$ cat config.mk
export PLATFORM = sky130hd
export DESIGN_NAME = vga_pixel_gen
export DESIGN_NICKNAME = d
export VERILOG_FILES = /design/src/rtl/vga_pkg.sv /design/src/rtl/vga_sprite_mover.sv /design/src/rtl/vga_pixel_gen.sv
export SDC_FILE = /design/constraint.sdc
export NUM_CORES = 1
export LEC_CHECK = 0
export ABC_CLOCK_PERIOD_IN_PS = 3100
export CORE_ASPECT_RATIO = 0.7
export CORE_UTILIZATION = 50
export DETAILED_ROUTE_END_ITERATION = 10
export HOLD_SLACK_MARGIN = 0.02
export PLACE_DENSITY = 0.72
export SKIP_CTS_REPAIR_TIMING = 1
export SLEW_MARGIN = 40
export SYNTH_ARGS = -nofsm -noshare
export SYNTH_HDL_FRONTEND = slang
export SYNTH_HIERARCHICAL = 1
export SYNTH_SLANG_ARGS = --single-unit
$ cat constraint.sdc
create_clock -name mclk -period 3.1 [get_ports mclk]
set_input_delay 0.31 -clock mclk [delete_from_list [all_inputs] [get_ports mclk]]
set_output_delay 0.31 -clock mclk [all_outputs]
set_load 0.005 [all_outputs]
$ cat src/rtl/vga_pkg.sv
// Shared definitions for the VGA pixel path.
//   - RGB 3-3-2 field widths and the packed colour type
//   - background pattern mode encodings
//   - colour-bar palette and the pixel-stage / sprite-axis record types
// No ports: this is a package imported by vga_pixel_gen, vga_sprite_mover
// and later VGA blocks.
package vga_pkg;

    localparam int R_W   = 3;
    localparam int G_W   = 3;
    localparam int B_W   = 2;
    localparam int RGB_W = R_W + G_W + B_W;
    localparam int CNT_W = 10;

    typedef logic [RGB_W-1:0] rgb_t;
    typedef logic [CNT_W-1:0] cnt_t;

    typedef enum logic [1:0] {
        MODE_BLACK   = 2'd0,
        MODE_BARS    = 2'd1,
        MODE_CHECKER = 2'd2,
        MODE_SOLID   = 2'd3
    } bg_mode_e;

    localparam rgb_t COLOR_BLACK = 8'h00;
    localparam rgb_t COLOR_WHITE = 8'hFF;

    // Colour bars, left to right.
    localparam rgb_t BAR_0 = 8'hFF;  // white
    localparam rgb_t BAR_1 = 8'hFC;  // yellow
    localparam rgb_t BAR_2 = 8'h1F;  // cyan
    localparam rgb_t BAR_3 = 8'h1C;  // green
    localparam rgb_t BAR_4 = 8'hE3;  // magenta
    localparam rgb_t BAR_5 = 8'hE0;  // red
    localparam rgb_t BAR_6 = 8'h03;  // blue
    localparam rgb_t BAR_7 = 8'h00;  // black

    function automatic rgb_t bar_color(input logic [2:0] idx);
        rgb_t c;
        case (idx)
            3'd0:    c = BAR_0;
            3'd1:    c = BAR_1;
            3'd2:    c = BAR_2;
            3'd3:    c = BAR_3;
            3'd4:    c = BAR_4;
            3'd5:    c = BAR_5;
            3'd6:    c = BAR_6;
            default: c = BAR_7;
        endcase
        return c;
    endfunction

    // One pixel as it travels through the first pipeline stage.
    typedef struct packed {
        cnt_t h;
        cnt_t v;
        logic color_enable;
        logic h_sync;
        logic v_sync;
        rgb_t solid;
    } pix_stage_t;

    // Blank pixel: colour off, active-low syncs deasserted.
    localparam pix_stage_t PIX_BLANK = '{
        h:            '0,
        v:            '0,
        color_enable: 1'b0,
        h_sync:       1'b1,
        v_sync:       1'b1,
        solid:        '0
    };

    // Position and direction (1 = increasing) of the sprite on one axis.
    typedef struct packed {
        cnt_t pos;
        logic dir;
    } axis_t;

endpackage

$ cat src/rtl/vga_sprite_mover.sv
// Bouncing-box motion.
//   mclk        master clock
//   rst         synchronous active-high reset: box to (0,0), both directions +
//   frame_tick  one-mclk pulse once per frame, during vertical blanking
//   run_q       frame-latched run enable; the box moves only when it is 1
//   box_x/box_y top-left corner of the box
// Each axis steps by STEP per frame and bounces off the screen edges,
// clamping so the box never leaves the visible area.
module vga_sprite_mover
    import vga_pkg::*;
#(
    parameter int H_DISPLAY = 640,
    parameter int V_DISPLAY = 480,
    parameter int BOX_SIZE  = 32,
    parameter int STEP      = 2
) (
    input  logic             mclk,
    input  logic             rst,
    input  logic             frame_tick,
    input  logic             run_q,
    output logic [CNT_W-1:0] box_x,
    output logic [CNT_W-1:0] box_y
);

    localparam logic [CNT_W:0] STEP_W = (CNT_W+1)'(STEP);
    localparam logic [CNT_W:0] SIZE_W = (CNT_W+1)'(BOX_SIZE);
    localparam logic [CNT_W:0] H_LIM  = (CNT_W+1)'(H_DISPLAY);
    localparam logic [CNT_W:0] V_LIM  = (CNT_W+1)'(V_DISPLAY);

    logic             dir_x;
    logic             dir_y;
    logic [CNT_W-1:0] nx_x;
    logic [CNT_W-1:0] nx_y;
    logic             nx_dx;
    logic             nx_dy;

    // One frame of motion on one axis. Sums are one bit wider than the
    // position so pos+STEP+BOX_SIZE cannot wrap. Landing exactly on the far
    // edge counts as a hit, so the box turns around in the same frame it
    // first touches the edge rather than lingering there for a frame.
    function automatic axis_t step_axis(input logic [CNT_W-1:0] pos,
                                        input logic dir,
                                        input logic [CNT_W:0] limit);
        axis_t          nx;
        logic [CNT_W:0] pos_w;
        logic [CNT_W:0] clamp;
        pos_w  = {1'b0, pos};
        clamp  = limit - SIZE_W;
        nx.pos = pos;
        nx.dir = dir;
        if (dir) begin
            if (pos_w + STEP_W + SIZE_W >= limit) begin
                nx.pos = clamp[CNT_W-1:0];
                nx.dir = 1'b0;
            end else begin
                nx.pos = pos + STEP_W[CNT_W-1:0];
            end
        end else begin
            if (pos_w < STEP_W) begin
                nx.pos = '0;
                nx.dir = 1'b1;
            end else begin
                nx.pos = pos - STEP_W[CNT_W-1:0];
            end
        end
        return nx;
    endfunction

    // Both axes are evaluated together, so a corner hit flips both
    // directions on the same tick.
    always_comb begin
        {nx_x, nx_dx} = step_axis(box_x, dir_x, H_LIM);
        {nx_y, nx_dy} = step_axis(box_y, dir_y, V_LIM);
    end

    // NOTE: sequential state uses non-blocking assignments so every register
    // samples the pre-edge values, independent of statement order.
    always_ff @(posedge mclk) begin
        if (rst) begin
            box_x <= '0;
            box_y <= '0;
            dir_x <= 1'b1;
            dir_y <= 1'b1;
        end else if (frame_tick && run_q) begin
            box_x <= nx_x;
            box_y <= nx_y;
            dir_x <= nx_dx;
            dir_y <= nx_dy;
        end
    end

endmodule

$ cat src/rtl/vga_pixel_gen.sv
// Pattern generator with a bouncing sprite, fed by an external timing
// generator.
//   mclk, rst           master clock; synchronous active-high reset
//   update              pixel-rate square wave; its rising edge is one pixel
//   h_cnt, v_cnt        counts of the pixel being presented
//   color_enable        1 inside the visible area
//   h_sync_in/v_sync_in active-low syncs from the timing generator
//   run                 1 = sprite moves (latched once per frame)
//   mode                background pattern (latched once per frame)
//   solid_rgb           background colour for the solid pattern
//   rgb                 RGB 3-3-2 pixel, two pixels behind the counts
//   h_sync, v_sync      syncs delayed to line up with rgb
//   frame_tick          one-mclk pulse at the start of vertical blanking
module vga_pixel_gen
    import vga_pkg::*;
#(
    parameter int   H_DISPLAY = 640,
    parameter int   V_DISPLAY = 480,
    parameter int   BOX_SIZE  = 32,
    parameter int   STEP      = 2,
    parameter rgb_t BOX_COLOR = 8'hFF
) (
    input  logic             mclk,
    input  logic             rst,
    input  logic             update,
    input  logic [CNT_W-1:0] h_cnt,
    input  logic [CNT_W-1:0] v_cnt,
    input  logic             color_enable,
    input  logic             h_sync_in,
    input  logic             v_sync_in,
    input  logic             run,
    input  logic [1:0]       mode,
    input  logic [RGB_W-1:0] solid_rgb,
    output logic [RGB_W-1:0] rgb,
    output logic             h_sync,
    output logic             v_sync,
    output logic             frame_tick
);

    localparam int             BAR_W   = H_DISPLAY / 8;
    localparam logic [CNT_W-1:0] V_BLANK = CNT_W'(V_DISPLAY);

    logic             update_q;
    logic             pix_en;
    pix_stage_t       s1;
    bg_mode_e         mode_q;
    logic             run_q;
    logic [CNT_W-1:0] box_x;
    logic [CNT_W-1:0] box_y;
    logic [CNT_W:0]   h_w;
    logic [CNT_W:0]   v_w;
    logic [CNT_W:0]   bx_w;
    logic [CNT_W:0]   by_w;
    logic             box_hit;
    logic [2:0]       bar_idx;
    rgb_t             bg_color;

    // Rising edge of update marks one pixel; everything in the pipeline
    // moves only on that single mclk.
    always_ff @(posedge mclk) begin
        if (rst) update_q <= 1'b0;
        else     update_q <= update;
    end

    assign pix_en = update & ~update_q;

    // Stage 1: capture the pixel and its side information.
    always_ff @(posedge mclk) begin
        if (rst) begin
            s1 <= PIX_BLANK;
        end else if (pix_en) begin
            s1 <= '{
                h:            h_cnt,
                v:            v_cnt,
                color_enable: color_enable,
                h_sync:       h_sync_in,
                v_sync:       v_sync_in,
                solid:        solid_rgb
            };
        end
    end

    // The pixel at (0, V_DISPLAY) opens vertical blanking, which is where the
    // sprite and the frame-latched controls are allowed to change.
    always_ff @(posedge mclk) begin
        if (rst) frame_tick <= 1'b0;
        else     frame_tick <= pix_en && (h_cnt == '0) && (v_cnt == V_BLANK);
    end

    always_ff @(posedge mclk) begin
        if (rst) begin
            mode_q <= MODE_BLACK;
            run_q  <= 1'b0;
        end else if (frame_tick) begin
            mode_q <= bg_mode_e'(mode);
            run_q  <= run;
        end
    end

    vga_sprite_mover #(
        .H_DISPLAY (H_DISPLAY),
        .V_DISPLAY (V_DISPLAY),
        .BOX_SIZE  (BOX_SIZE),
        .STEP      (STEP)
    ) u_mover (
        .mclk       (mclk),
        .rst        (rst),
        .frame_tick (frame_tick),
        .run_q      (run_q),
        .box_x      (box_x),
        .box_y      (box_y)
    );

    // Hit test in 11 bits so box+BOX_SIZE near the right edge cannot wrap.
    assign h_w  = {1'b0, s1.h};
    assign v_w  = {1'b0, s1.v};
    assign bx_w = {1'b0, box_x};
    assign by_w = {1'b0, box_y};

    assign box_hit = (h_w >= bx_w) && (h_w < bx_w + (CNT_W+1)'(BOX_SIZE)) &&
                     (v_w >= by_w) && (v_w < by_w + (CNT_W+1)'(BOX_SIZE));

    // Bar index from threshold compares; the last threshold passed wins.
    // NOTE: every always_comb output gets a default first, so no path can
    // leave it unassigned and infer a latch.
    always_comb begin
        bar_idx = 3'd0;
        for (int k = 1; k < 8; k++) begin
            if (h_w >= (CNT_W+1)'(k * BAR_W)) bar_idx = 3'(k);
        end
    end

    always_comb begin
        bg_color = COLOR_BLACK;
        case (mode_q)
            MODE_BLACK:   bg_color = COLOR_BLACK;
            MODE_BARS:    bg_color = bar_color(bar_idx);
            MODE_CHECKER: bg_color = (s1.h[5] ^ s1.v[5]) ? COLOR_WHITE : COLOR_BLACK;
            MODE_SOLID:   bg_color = s1.solid;
            default:      bg_color = COLOR_BLACK;
        endcase
    end

    // Stage 2: colour with blanking first, then sprite, then background.
    always_ff @(posedge mclk) begin
        if (rst) begin
            rgb    <= COLOR_BLACK;
            h_sync <= 1'b1;
            v_sync <= 1'b1;
        end else if (pix_en) begin
            if (!s1.color_enable) rgb <= COLOR_BLACK;
            else if (box_hit)     rgb <= BOX_COLOR;
            else                  rgb <= bg_color;
            h_sync <= s1.h_sync;
            v_sync <= s1.v_sync;
        end
    end

endmodule

======== Yosys cells after proc, flatten, opt, wreduce, memory -nomap -nowiden ========
Index checks and enable logic that the tools add are counted.
word-level totals
  output and inout bits ................... 11
  logic and storage cells ................. 86
  bits of input ports ..................... 37
  flip-flop bits (word level) ............. 68
operators by class
  equality and inequality tests ........... 10
  reductions and logical operators ........ 9
  $add $sub $neg .......................... 10
  mux-type cells .......................... 22
  bitwise logic cells ..................... 3
  $lt $le $gt $ge ......................... 15
operators with widths
  operator                                                                                number
  8-bit one-hot mux with 7 select lines                                                   1
  10-bit 2-to-1 mux                                                                       4
  8-bit one-hot mux with 4 select lines                                                   1
  10-bit by 9-bit greater-or-equal comparator with 1-bit output (second input constant)   3
  8-bit 2-to-1 mux                                                                        3
  10-bit by 2-bit adder with 11-bit output (second input constant)                        2
  10-bit by 6-bit adder with 11-bit output (second input constant)                        2
  11-bit by 6-bit adder with 11-bit output (second input constant)                        2
  10-bit by 11-bit less-than comparator with 1-bit output                                 2
  11-bit 2-to-1 mux                                                                       2
  10-bit by 2-bit adder with 10-bit output (second input constant)                        2
  10-bit greater-or-equal comparator                                                      2
  10-bit by 8-bit greater-or-equal comparator with 1-bit output (second input constant)   2
  10-bit by 2-bit less-than comparator with 1-bit output (second input constant)          2
  10-bit by 2-bit subtractor with 10-bit output (second input constant)                   2
  3-bit 2-to-1 mux                                                                        6
  11-bit by 10-bit greater-or-equal comparator with 1-bit output (second input constant)  1
  11-bit by 9-bit greater-or-equal comparator with 1-bit output (second input constant)   1
  10-bit by 9-bit equality test with 1-bit output (second input constant)                 1
  10-bit greater-or-equal comparator (second input constant)                              1
  10-bit by 7-bit greater-or-equal comparator with 1-bit output (second input constant)   1
  10-bit logical NOT                                                                      1
  3-bit equality test (second input constant)                                             3
  3-bit by 2-bit equality test with 1-bit output (second input constant)                  2
  10 further kinds                                                                        20

======== Depth between registers and ports, before layout ========
  depth after elaboration ................. 13
  depth in mapped cells ................... 10

======== By module ========
Netlist, hierarchy kept.
by module, submodules not included
  module            area each (sq um)  sequential area each (sq um)  times used  cells an instance
  vga_pixel_gen     2803.9             920.9                         1           347
  vga_sprite_mover  1749.2             400.4                         1           240

======== Worst setup path before layout ========
No wires, ideal clock.
  path kind ............................... register to register
  start ................................... register u_mover.box_y[5]
  end ..................................... register rgb[7]
  slack ................................... 0.910 ns
  data arrival time ....................... 2.104 ns
  cell stages (with the launch flop) ...... 10
  library setup time ...................... 0.086 ns
  required time ........................... 3.014 ns
  buffers on the path ..................... 0
  cell sequence ........................... dfxtp_1 ha_1 nand3_1 xnor2_1 ha_1 a21oi_1 o211ai_1 o21ai_0 nand4_4 a221oi_2
on the way
  word-level cells in the longest chain between the ends .. 5
RTL lines
  element                                                                                         RTL line                                    RTL
  from (decl)                                                                                     vga_sprite_mover.sv:22                      output logic [CNT_W-1:0] box_y
  from (signal assigned)                                                                          vga_sprite_mover.sv:86                      box_y <= nx_y;
  10-bit by 6-bit adder with 11-bit output or 10-bit greater-or-equal comparator (tied branches)  vga_pixel_gen.sv:121                        (v_w >= by_w) && (v_w < by_w + (CNT_W+1)'(BOX_SIZE));
  10-bit by 11-bit less-than comparator with 1-bit output or 1-bit logical AND (tied branches)    vga_pixel_gen.sv:121, vga_pixel_gen.sv:120
  1-bit logical AND *                                                                             vga_pixel_gen.sv:121
  8-bit 2-to-1 mux *                                                                              vga_pixel_gen.sv:152                        else if (box_hit) rgb <= BOX_COLOR;
  8-bit 2-to-1 mux *                                                                              vga_pixel_gen.sv:151                        if (!s1.color_enable) rgb <= COLOR_BLACK;
  to (signal assigned)                                                                            vga_pixel_gen.sv:153                        else rgb <= bg_color;
  to (decl)                                                                                       vga_pixel_gen.sv:34                         output logic [RGB_W-1:0] rgb,
Mark *: on every way between the ends. The rest lies on a longest branch, timed or not.
A chain may end at the register's enable or synchronous reset.

======== Worst setup path in the final report ========
  start ................................... register u_mover.box_y[6]
  end ..................................... register rgb[6]
The elaborated chain is that of the path after synthesis.

==> results.py <==
metrics = {
    "status": {
        "outcome": "finished clean",
    },
    "critical_path": {
        "cp.required_ns": 3.34,
        "crit_arrival_ns": 3.09,
        "startpoint_type": "register",
        "crit_type": "register to register",
        "cp-end-kind": "register",
        "crit_fanout": 14,
    },
    "sta": {
        "finalClockSkew_ns": 0.00665,
        "rsz0062_at_grt": "false",
        "max_clock_freq_mhz": 351,
        "fin_crit_sh": 0.920,
        "setup_viol": 0,
        "finalCriticalPeriod_ns": 2.85,
        "final-hold-violation-count": 0,
        "slew_headroom": 0.450,
        "setup_ws_ns": 0.247,
        "fin_tns_setup_ns": 0,
        "timing.hold.ws_ns": 0.459,
        "worst_pin_slew_ns": 0.825,
        "drv_slew": 0,
    },
    "detailed_routing": {
        "routed_wl_mm": 12.4,
        "via_per_inst": 6.05,
        "ant_nets": 0,
        "drt_pass1_iterations": 5,
        "drc": 0,
        "via_count": 4467,
        "drt_iter0_markers": 332,
        "wl_per_cell_um": 16.8,
    },
    "logic_synthesis": {
        "synth_warnings": 6,
        "synthesis.instances": 587,
        "syn_avg_cell_area_um2": 7.76,
        "async_flop_share": 0,
        "ys_ff_latch": 66,
        "ys_dominant_reg_cell": "dfxtp_1",
        "synth_enable_flop_cells": 0,
        "ys_seq_area_frac": 0.290,
        "syn_area_um2": 4550,
        "synth.distinct_cells": 67,
    },
    "place": {
        "preCtsSetupSlack_ns": 0.346,
        "placed_cells": 722,
        "place_area_um2": 5060,
        "gp_congestion": 0.837,
        "hpwlAfterDp_mm": 8.95,
        "portBuffers": 47,
    },
    "layout": {
        "mostFrequentLayoutCells": "nand2_1 (97), dfxtp_1 (66), a21oi_1 (57), clkdlybuf4s50_1 (46), ha_1 (36)",
        "diodes": 0,
        "postLayoutCoreUtil": 0.617,
        "layout-drive-gt1-share": 0.0890,
        "final_area_um2": 5340,
        "stdcell_count": 738,
        "fin_nets": 686,
        "final_common_cell": "nand2_1",
        "area_growth_pct": 17.2,
    },
    "floorplan": {
        "core_um2": 8650,
        "chipHeight_um": 81.8,
        "pin_count": 48,
        "die_width_um": 116,
        "fp-row-count": 28,
        "dieArea_um2": 9500,
        "initial_utilization": 0.526,
    },
    "clocking": {
        "h-tree-depth": 3,
        "clk_latency_ns": 0.34,
        "root_buffer": "clkbuf_16",
        "cts-buffers-inserted": 9,
        "cts_tree": "built",
        "cts_buffer_depth": 2,
        "clk_pin_slew_ns": 0.06,
        "cts_num_sinks": 66,
    },
    "global_route": {
        "grt_max_degree": 37,
        "gr-total-overflow": 0,
        "grt_pass1_wl_mm": 20.5,
        "grt_antenna_before_repair": 0,
        "grtUsageTotal": 0.281,
        "grt_pass1_vias": 4210,
    },
    "power": {
        "powerDensity_nw_per_um2": 424,
        "leakage_nw": 1.91,
        "vdd_drop_max_uv": 271,
        "power_mw": 2.26,
    },
    "worst_hold_path": {
        "min-delay-path-class": "register to register",
    },
    "job": {
        "max_cap_viol_count": 0,
    },
}
[where the power goes]
part           total [mW]  internal [mW]  switching [mW]  leakage (nW)
sequential          0.922          0.882          0.0409         0.538
combinational       0.377          0.170           0.207          1.24
clock               0.963          0.566           0.397         0.132
[path summary, 6_finish.rpt]
| path | startpoint | to | cells after the start | slack, ns |
|---|---|---|---|---|
| setup reg to reg | u_mover/box_y[6] | rgb[6] | 10 | 0.25 |
| setup / recovery | u_mover/box_y[6] | rgb[6] | 10 | 0.25 |
| hold reg to reg | s1[13] | s1[13] | 2 | 0.46 |
| hold / removal | s1[13] | s1[13] | 2 | 0.46 |
[metal layers]
| layer | track usage | vias up | wire length, µm |
|---|---|---|---|
| li1 | - | 2183 | - |
| met1 | 0.375 | 2130 | 6000 |
| met2 | 0.454 | 133 | 5570 |
| met3 | 0.0590 | 21 | 653 |
| met4 | 0.0910 | 0 | 172 |
| met5 | 0 | - | 0 |
[state kept, by name, summed over array words and instances (netlist names)]
| signal | flops |
|---|---|
| u_mover/dir_y | 1 |
| u_mover/dir_x | 1 |
| rgb | 8 |
| run_q | 1 |
| frame_tick | 1 |
| v_sync | 1 |
| h_w | 10 |
| h_sync | 1 |
| u_mover/box_x | 9 |
| s1 | 21 |
| mode_q | 2 |
| u_mover/box_y | 9 |
| update_q | 1 |
[logic make-up (layout without fill, tap and decap cells)]
kind of cell,Yosys count,count (layout),share of synthesized area
and+or+nand+nor,229,229,0.251
adders and majority gates,37,37,0.101
DFF,66,66,0.290
AOI/OAI and AO/OA,156,156,0.246
xor gates and xnor gates,13,13,0.0250
buffers and inverters,78,108,0.0706
other,1,2,0.000824
muxes,7,7,0.0154
[worst max-delay path, stage by stage (launching register included)]
cell and delay (ns):
dfxtp_1 0.62, inv_1 0.12, nor3_1 0.30, xnor2_1 0.17, ha_1 0.27, nand3_1 0.10, nand3b_1 0.12, a31oi_1 0.05
o21ai_0 0.34, nand4_4 0.30, a221oi_2 0.36
[synthesized netlist by cell type, types with 4 or more instances]
library cell / number / area [µm²]
o21ai_1: 4 / 20.0
a31oi_1: 5 / 31.3
a221oi_2: 10 / 150
mux2i_1: 7 / 70.1
dfxtp_1: 66 / 1320
o21ai_0: 14 / 70.1
nand2b_1: 5 / 31.3
nand2_1: 97 / 364
nor2b_1: 7 / 43.8
xnor2_1: 11 / 96.3
and3_1: 9 / 56.3
a21oi_1: 57 / 285
a211oi_1: 13 / 97.6
nand3_1: 23 / 115
or3_1: 6 / 37.5
a221oi_1: 11 / 96.3
nand3b_1: 7 / 52.6
o31ai_1: 5 / 37.5
clkbuf_1: 31 / 116
ha_1: 36 / 450
inv_1: 30 / 113
inv_2: 6 / 22.5
nand4_1: 10 / 62.6
nor3_1: 16 / 80.1
nor4_1: 5 / 31.3
buf_2: 5 / 25.0
nor2_1: 25 / 93.8
[area by class of cell]
| cell class | count | area (µm²) |
|---|---|---|
| Clock inverter | 5 | 37.5 |
| Sequential cell | 66 | 1320 |
| Clock buffer | 11 | 243 |
| Tap cell | 120 | 150 |
| Fill cell | 778 | 3320 |
| Timing Repair Buffer | 56 | 533 |
| Multi-Input combinational cell | 444 | 2920 |
| Inverter | 36 | 135 |
(Power assumes the default switching activity.)
